<file path="src/rtl/fetch_stage.sv">
`default_nettype none
//==============================================================================
// fetch_stage: sequential instruction fetch with one-entry pending buffer,
// decode back-pressure and branch/jump redirect handling.  Revision: 1.0
//==============================================================================
module fetch_stage #(
    parameter logic [63:0] PC_RESET = 64'h0000_0000_8000_0000
) (
    input  logic        clk,
    input  logic        reset,
    output logic        ireq_valid,
    output logic [63:0] ireq_addr,
    input  logic        iresp_ok,
    input  logic [31:0] iresp_data,
    output logic        out_valid,
    input  logic        out_ready,
    output logic [63:0] out_pc,
    output logic [31:0] out_instr,
    input  logic        redirect_valid,
    input  logic [63:0] redirect_pc
);

    localparam logic [1:0]  c_REQ      = 2'd0;
    localparam logic [1:0]  c_WAIT_OUT = 2'd1;
    localparam logic [1:0]  c_DROP     = 2'd2;
    localparam logic [63:0] c_PC_BASE  = PC_RESET & ~64'd3;

    logic [1:0]  state_q, state_d;
    logic [63:0] pc_q, pc_d;
    logic [63:0] req_pc_q, req_pc_d;
    logic        out_valid_q, out_valid_d;
    logic [63:0] out_pc_q, out_pc_d;
    logic [31:0] out_instr_q, out_instr_d;
    logic [63:0] pend_pc_q, pend_pc_d;
    logic [31:0] pend_instr_q, pend_instr_d;

    logic [63:0] w_redir_tgt;
    logic [63:0] w_req_pc_inc;
    logic        w_out_free;

    assign w_redir_tgt  = redirect_pc & ~64'd3;
    assign w_req_pc_inc = req_pc_q + 64'd4;
    assign w_out_free   = !out_valid_q || out_ready;

    always_ff @(posedge clk or negedge reset) begin
        if (!reset) begin
            state_q      <= c_REQ;
            pc_q         <= c_PC_BASE;
            req_pc_q     <= c_PC_BASE;
            out_valid_q  <= 1'b0;
            out_pc_q     <= 64'd0;
            out_instr_q  <= 32'd0;
            pend_pc_q    <= 64'd0;
            pend_instr_q <= 32'd0;
        end else begin
            state_q      <= state_d;
            pc_q         <= pc_d;
            req_pc_q     <= req_pc_d;
            out_valid_q  <= out_valid_d;
            out_pc_q     <= out_pc_d;
            out_instr_q  <= out_instr_d;
            pend_pc_q    <= pend_pc_d;
            pend_instr_q <= pend_instr_d;
        end
    end

    always_comb begin
        state_d      = state_q;
        pc_d         = pc_q;
        req_pc_d     = req_pc_q;
        out_valid_d  = out_valid_q && !out_ready;
        out_pc_d     = out_pc_q;
        out_instr_d  = out_instr_q;
        pend_pc_d    = pend_pc_q;
        pend_instr_d = pend_instr_q;
        if (redirect_valid) begin
            out_valid_d = 1'b0;
            pc_d        = w_redir_tgt;
            case (state_q)
                c_REQ: begin
                    // An outstanding request cannot be withdrawn; let it finish in DROP.
                    if (iresp_ok) req_pc_d = w_redir_tgt;
                    else          state_d  = c_DROP;
                end
                c_WAIT_OUT: begin
                    req_pc_d = w_redir_tgt;
                    state_d  = c_REQ;
                end
                c_DROP:  ;
                default: state_d = c_REQ;
            endcase
        end else begin
            case (state_q)
                c_REQ: begin
                    if (iresp_ok) begin
                        pc_d = w_req_pc_inc;
                        if (w_out_free) begin
                            out_valid_d = 1'b1;
                            out_pc_d    = req_pc_q;
                            out_instr_d = iresp_data;
                            req_pc_d    = w_req_pc_inc;
                        end else begin
                            pend_pc_d    = req_pc_q;
                            pend_instr_d = iresp_data;
                            state_d      = c_WAIT_OUT;
                        end
                    end
                end
                c_WAIT_OUT: begin
                    if (out_ready) begin
                        out_valid_d = 1'b1;
                        out_pc_d    = pend_pc_q;
                        out_instr_d = pend_instr_q;
                        req_pc_d    = pc_q;
                        state_d     = c_REQ;
                    end
                end
                c_DROP: begin
                    if (iresp_ok) begin
                        req_pc_d = pc_q;
                        state_d  = c_REQ;
                    end
                end
                default: state_d = c_REQ;
            endcase
        end
    end

    always_comb begin
        ireq_valid = (state_q == c_REQ) || (state_q == c_DROP);
        ireq_addr  = req_pc_q & ~64'd3;
    end

    assign out_valid = out_valid_q;
    assign out_pc    = out_pc_q;
    assign out_instr = out_instr_q;

endmodule
`default_nettype wire
</file>
<file path="config.mk">
export PLATFORM = sky130hd
export DESIGN_NAME = fetch_stage
export DESIGN_NICKNAME = d
export VERILOG_FILES = /design/src/rtl/fetch_stage.sv
export SDC_FILE = /design/constraint.sdc
export NUM_CORES = 1
export LEC_CHECK = 0
export BUFFER_PORTS_ARGS = -buffer_cell sky130_fd_sc_hd__buf_4
export CAP_MARGIN = 15
export CORE_MARGIN = 2
export CORE_UTILIZATION = 40
export DETAILED_ROUTE_END_ITERATION = 12
export GPL_ROUTABILITY_DRIVEN = 0
export GPL_TIMING_DRIVEN = 0
export SYNTH_ARGS = -nofsm -noshare
export SYNTH_HDL_FRONTEND = slang
export SYNTH_SLANG_ARGS = --single-unit
</file>
<file path="constraint.sdc">
create_clock -name clk -period 7.25 [get_ports clk]
set_clock_uncertainty 0.15 [all_clocks]
set_input_delay 0.3625 -clock clk [delete_from_list [all_inputs] [get_ports clk]]
set_output_delay 0.3625 -clock clk [all_outputs]
set_load 0.05 [all_outputs]
</file>
==> reports/qor.yml, run 1 <==
clock_network:
  cts_buffers: 37
  clock-sinks: 323
  cts.htree.levels: 2
  path_clk_slew_ns: 0.07
  root_buffer: "clkbuf_16"
  insertion_delay_ns: 0.55
  cts_buffer_depth: 3
  cts_tree: "built"
floorplanning:
  fp.dieH_um: 209.0
  io_pins: 263
  coreArea_um2: 41670
  die-area_um2: 43670
  rows: 75
  initial_core_util_pct: 40.34
  die_x_um: 209.0
timing:
  slew_viol_final: 0
  fin_crit_sh_pct: 54.08
  worst_slew_pin_slew_ns: 1.016
  finalHoldViolCount: 0
  setup_tns_ns: 0
  whs_ns: 0.1880
  max_freq_ghz: 0.2551
  setup_viol: 0
  rsz0062_at_grt: "no"
  min_period_ns: 3.921
  relSlewSlack_pct: 32.27
global_route:
  grt_max_degree: 113
  grt_overflow: 0
  grt_usage_pct: 26.85
  grt_pass1_vias: 14920
  grt_antenna_before_repair: 1
  grt_pass1_wl_mm: 90.11
layout:
  nets: 2195
  synthToLayoutAreaGrowth_pct: 29.08
  fin_cells: 2658
  drive_above_1_share_pct: 24.79
  final_cell_mix: "buf_4, dfrtp_1, nor2_1"
synth:
  synth_top_area_share_pct: 47.80
  ys_async_sr_fraction_pct: 100.0
  post_synth_num_cell_types: 67
  synth_cells: 1694
  synth-main-ff-cell: "dfrtp_1"
  yosysSeqAreaShare_pct: 48.11
  synth-edff-count: 0
  netlist_area_um2: 16810
  postSynthAreaPerCell_um2: 9.921
  ys_ff_latch: 323
  synth.area.top_cells: "dfrtp_1, mux2i_1, mux2_2"
  synth_top_area_cell: "dfrtp_1"
  ys_warn_count: 0
drt:
  via_count: 15050
  drtAntennaViolNets: 0
  dr.pass1.iters: 7
  remaining_drc_errors: 0
  vias_per_cell: 5.663
  wirelength_mm: 59.72
  routedWlPerCell_um: 22.47
  drt_iter0_drc: 1528
critical_path:
  endpoint_kind: "flip-flop"
  crit_required_ns: 7.56
  ff2ff_path_depth: 10
  r2r_start: "state_q[1]$_DFFE_PN0P_"
  worstPathArrival_ns: 4.24
  rr_endpoint: "out_pc[40]$_DFFE_PN0P_"
  crit_path_start_kind: "flip-flop"
  cp_max_fo: 10
  r2r_slack_ns: 3.33
  path_class: "flip-flop to flip-flop"
min_path:
  hp-class: "primary input to asynchronous set/reset pin"
placed_design:
  io_buffers: 257
  dp_hpwl_mm: 42.16
  placed_cells: 2494
job:
  cap_violations: 0
power:
  vdd_drop_max_v: 0.0002845
  total_power_w: 0.01078
  p_per_area_nw_per_um2: 497.1
  p_leak_nw: 9.474
status:
  status: "complete, no violations"
[cell usage after synthesis (5+ instances only)]
library cell  number
a21boi_0           8
a21o_1             6
a21oi_1          158
a22o_1            29
a22oi_1           33
a31oi_1            7
and3_1            21
and4_1             8
buf_1             11
buf_2             20
buf_4             65
clkbuf_1         109
clkbuf_2           5
dfrtp_1          321
inv_1             16
mux2_2            88
mux2i_1          115
nand2_1          112
nand2b_1           6
nand3_1           28
nand4_1           17
nor2_1           167
nor3_1            23
nor3b_1            6
nor4_1             9
nor4_4             5
o211ai_1          11
o21a_1             9
o21ai_0          115
o22ai_1            5
o2bb2ai_1         21
o31a_1            10
o31ai_1           12
o41ai_1            6
or3_1              6
xnor2_1           42
xor2_1             9
[worst max path at each step]
stage | from | endpoint | cells after the start
after global routing | state_q[1]$_DFFE_PN0P_ | out_pc[41]$_DFFE_PN0P_ | 10
final | state_q[1]$_DFFE_PN0P_ | out_pc[40]$_DFFE_PN0P_ | 10
after detailed placement | state_q[1]$_DFFE_PN0P_ | out_pc[43]$_DFFE_PN0P_ | 10
after floorplan | req_pc_q[2]$_DFFE_PN0P_ | req_pc_q[52]$_DFFE_PN0P_ | 7
after global placement | reset | out_pc[56]$_DFFE_PN0P_ | 1
after CTS | state_q[1]$_DFFE_PN0P_ | out_pc[36]$_DFFE_PN0P_ | 10
[flip-flops by register name, summed over array words and instances, names as in the netlist]
signal and flops:
out_valid 1, req_pc_q 64, out_pc 64, pend_instr_q 32, pend_pc_q 64, state_q 2
pc_q 64, out_instr 32
[metrics by stage]
step                      utilization [%]  worst slack, ns  area (um^2)
after floorplan                         -            4.785        16810
after global placement              46.59            2.539        19410
after detailed placement            46.81            3.385        19500
after CTS                           52.06            3.357        21690
after global routing                52.07            3.126        21690
final                               52.07            3.329        21690
[cells by family after synthesis]
kind of cell,share of synthesized area [%]
DFF,48.11
muxes,12.75
AOI/OAI and AO/OA,16.39
adders and majority gates,0.2978
buffers and inverters,6.753
other,0.02231
xor gates and xnor gates,2.658
and+or+nand+nor,13.02
[routing by layer]
layer	share of wire [%]	global-route usage, %
met5	0	0
met4	3.7	10.52
met3	7.8	4.388
met2	45	41.74
met1	44	37.61
[repair_timing]
item                                   CTS  global route
buffers inserted                         0             0
gates resized for setup                  0             0
hold buffers                            96             0
endpoints found under the hold margin  184             0
[power by group]
group	switching [W]	total [W]	leakage (nW)	internal (W)
Combinational	0.00377	0.00570	4.91	0.00194
Clock	0.000785	0.00191	0.613	0.00113
Sequential	0.000594	0.00317	3.95	0.00257
[critical path: stages (launching register included)]
cell	delay [ns]
dfrtp_1	0.42
inv_1	0.10
ha_1	0.14
clkbuf_1	0.52
nand2_1	0.16
or2_2	0.31
a21oi_1	0.31
clkbuf_1	0.80
clkbuf_1	0.65
nor2_1	0.09
a21oi_1	0.16
[layout make-up]
class	count	area, um^2
Tap cell	539	674.4
Inverter	16	60.06
Buffer	211	1075
Multi-Input combinational cell	1145	7590
Clock buffer	55	1105
Timing Repair Buffer	356	2980
Antenna cell	1	2.502
Sequential cell	323	8085
Fill cell	3828	19970
Clock inverter	12	121.4
(Power assumes the default switching activity.)
==> run 2: changes to the inputs <==
clock period = 3.5 ns   (was 7.25 ns; I/O delays follow)
==> run 2 against run 1 <==
Net effect:
- count of clock-buffer cells in the layout is the same
- global-route usage is essentially flat
- setup slack lost 3.3 ns
- critical path type unchanged
- final area grew 0.10%
- the run now ends with negative hold slack left
- sequential power grew 110%
- total power grew 110%
==> reports/qor.yml, run 2 (same netlist as run 1, synthesis figures left out) <==
clock_network:
  cts_setup_buffers: 0  # unchanged
  path_clk_slew_ns: 0.06  # about the same
  cts_buffer_depth: 3  # unchanged
  cts_tree: "built"
  clock-sinks: 323  # unchanged
  insertion_delay_ns: 0.55  # about the same
  cts.htree.levels: 2  # unchanged
  cts_buffers: 37  # unchanged
  root_buffer: "clkbuf_16"
status:
  violations: "negative hold slack"
  status: "finished with violations"
layout:
  drive_above_1_share_pct: 25.37  # +0.58 points
  n_fill_cell: 3830  # +0.052%
  regArea_um2: 8085  # unchanged
  nets: 2194  # -0.046%
  synthToLayoutAreaGrowth_pct: 29.21
  final_cell_mix: "buf_4, dfrtp_1, nor2_1"
  final_area_um2: 21720  # +0.10%
  multiInputGateArea_um2: 7599  # +0.12%
  fin_cells: 2658  # unchanged
timing:
  setup_viol: 0  # unchanged
  min_period_ns: 3.442  # -0.4791 ns
  relSlewSlack_pct: 36.98  # +4.7 points
  finalHoldViolCount: 2  # +2
  rsz0062_at_grt: "no"
  fin_ws_ns: 0.05839  # -3.271 ns
  worst_slew_pin_slew_ns: 0.9453  # -0.07060 ns
  max_freq_ghz: 0.2906  # +14%
  whs_ns: -0.002885  # -0.1909 ns
  slew_viol_final: 0  # unchanged
  fin_crit_sh_pct: 98.33  # +44 points
critical_path:
  slowest_delay_ns: 0.66  # -0.14 ns
  crit_required_ns: 3.76  # -3.80 ns
  crit_path_top_delay_cell: "clkbuf_1"
  cp_max_fo: 10  # unchanged
  ff2ff_path_depth: 9  # -1
  crit_chain: "inv_1 -> ha_1 -> clkbuf_1 -> o21ai_0 -> and4_1 -> clkbuf_1 -> clkbuf_1 -> o21ai_0 -> o2bb2ai_1"
  r2r_start: "state_q[0]$_DFFE_PN0P_"
  critical-path-top-delay-family: "buffers and inverters"
  crit_start: "state_q[0]$_DFFE_PN0P_"
  crit_path_start_kind: "flip-flop"
  worst-path-stages: 9  # -1
  endpoint_kind: "flip-flop"
  r2r_slack_ns: 0.06  # -3.27 ns
  path_class: "flip-flop to flip-flop"
  crit_buf_inv: 4  # unchanged
  worstPathArrival_ns: 3.70  # -0.54 ns
  crit_path_frequent_cell: "clkbuf_1"
floorplanning:
  initial_core_util_pct: 40.34  # unchanged
  coreArea_um2: 41670  # unchanged
  fp.dieH_um: 209.0  # unchanged
  io_pins: 263  # unchanged
  die_x_um: 209.0  # unchanged
  die-area_um2: 43670  # unchanged
  rows: 75  # unchanged
placed_design:
  io_buffers: 257  # unchanged
  placed_cell_area_um2: 19500  # unchanged
  placed_cells: 2494  # unchanged
  dp_hpwl_mm: 42.16  # unchanged
  dp_slack_ns: -0.3655  # -3.750 ns
drt:
  dr.pass1.iters: 6  # -1
  routedWlPerCell_um: 22.48  # about the same
  wirelength_mm: 59.75  # about the same
  via_count: 15080  # +0.16%
  drt_iter0_drc: 1504  # -1.6%
  drtAntennaViolNets: 0  # unchanged
  remaining_drc_errors: 0  # unchanged
  vias_per_cell: 5.672  # +0.16%
job:
  cap_violations: 0  # unchanged
global_route:
  grt_antenna_before_repair: 1  # unchanged
  grt_overflow: 0  # unchanged
  grt_max_degree: 113  # unchanged
  grt_pass1_vias: 14920  # unchanged
  grt_pass1_wl_mm: 90.11  # about the same
  grt_usage_pct: 26.85  # about the same
power:
  p_per_area_nw_per_um2: 1029  # +110%
  vdd_drop_max_v: 0.0005890  # +110%
  p_leak_nw: 9.522  # +0.50%
min_path:
  hp-class: "primary input to asynchronous set/reset pin"
[run 2: cell types whose count changed in the layout (fill, tap and decap cells not counted), sizes merged]
cell / previous run / this run
clkbuf: 169 / 168
diode: 1 / 2
[run 2: per-stage QoR]
| stage | total power, W | utilization, % | TNS, ns |
|---|---|---|---|
| global placement | 0.01799 | 46.59 | -331.78 |
| floorplan | 0.01436 | - | 0 |
| CTS | 0.02228 | 52.08 | 0 |
| finish | 0.02235 | 52.12 | 0 |
| detailed placement | 0.01819 | 46.81 | -18.20 |
| global route | 0.02340 | 52.11 | 0 |
[run 2: final timing paths]
check / endpoint
max: req_pc_q[36]$_DFFE_PN0P_
min reg2reg: pend_pc_q[59]$_DFFE_PN0P_
max reg2reg: req_pc_q[36]$_DFFE_PN0P_
max in group asynchronous: out_pc[56]$_DFFE_PN0P_
min: pend_pc_q[7]$_DFFE_PN0P_
min in group clk: state_q[1]$_DFFE_PN0P_
[run 2: final cells by class]
| class | instances | area share, % |
|---|---|---|
| clock inverter | 12 | 0.5589 |
| inverter | 16 | 0.2766 |
| tap | 539 | 3.106 |
| sequential | 323 | 37.23 |
| timing repair buffer | 356 | 13.72 |
| multi-input combinational | 1145 | 34.99 |
| antenna | 2 | 0.02305 |
| clock buffer | 55 | 5.088 |
| buffer | 210 | 5.001 |
[run 2: what timing repair did]
item                                    CTS  global route
endpoints found under the hold margin   397             0
gates resized for setup                   7            11
cloned                                    0             0
endpoints found under the setup margin  138            93
hold buffers                             96             0
pin swaps                                 0             1
[run 2: worst reg2reg max path, delay by kind of cell, from the launching register on]
| family | cells | cell delay [ns] |
|---|---|---|
| adder cells (fa/ha/maj) | 1 | 0.24 |
| AND/OR/NAND/NOR | 1 | 0.26 |
| buffers and inverters | 4 | 1.54 |
| flip-flops | 1 | 0.45 |
| AO/OA/AOI/OAI | 3 | 0.66 |
[run 2: report_power, final]
| part | total [W] | switching [W] | internal, W |
|---|---|---|---|
| registers | 0.00656 | 0.00123 | 0.00533 |
| clock network | 0.00396 | 0.00162 | 0.00234 |
| logic | 0.0118 | 0.00782 | 0.00402 |
[run 2: metal layers]
| metal | GRT usage, % | vias up | routed length [um] |
|---|---|---|---|
| li1 | - | 6774 | - |
| met1 | 37.61 | 7427 | 26060 |
| met2 | 41.72 | 731 | 26810 |
| met3 | 4.388 | 144 | 4666 |
| met4 | 10.52 | 0 | 2225 |
| met5 | 0 | - | 0 |
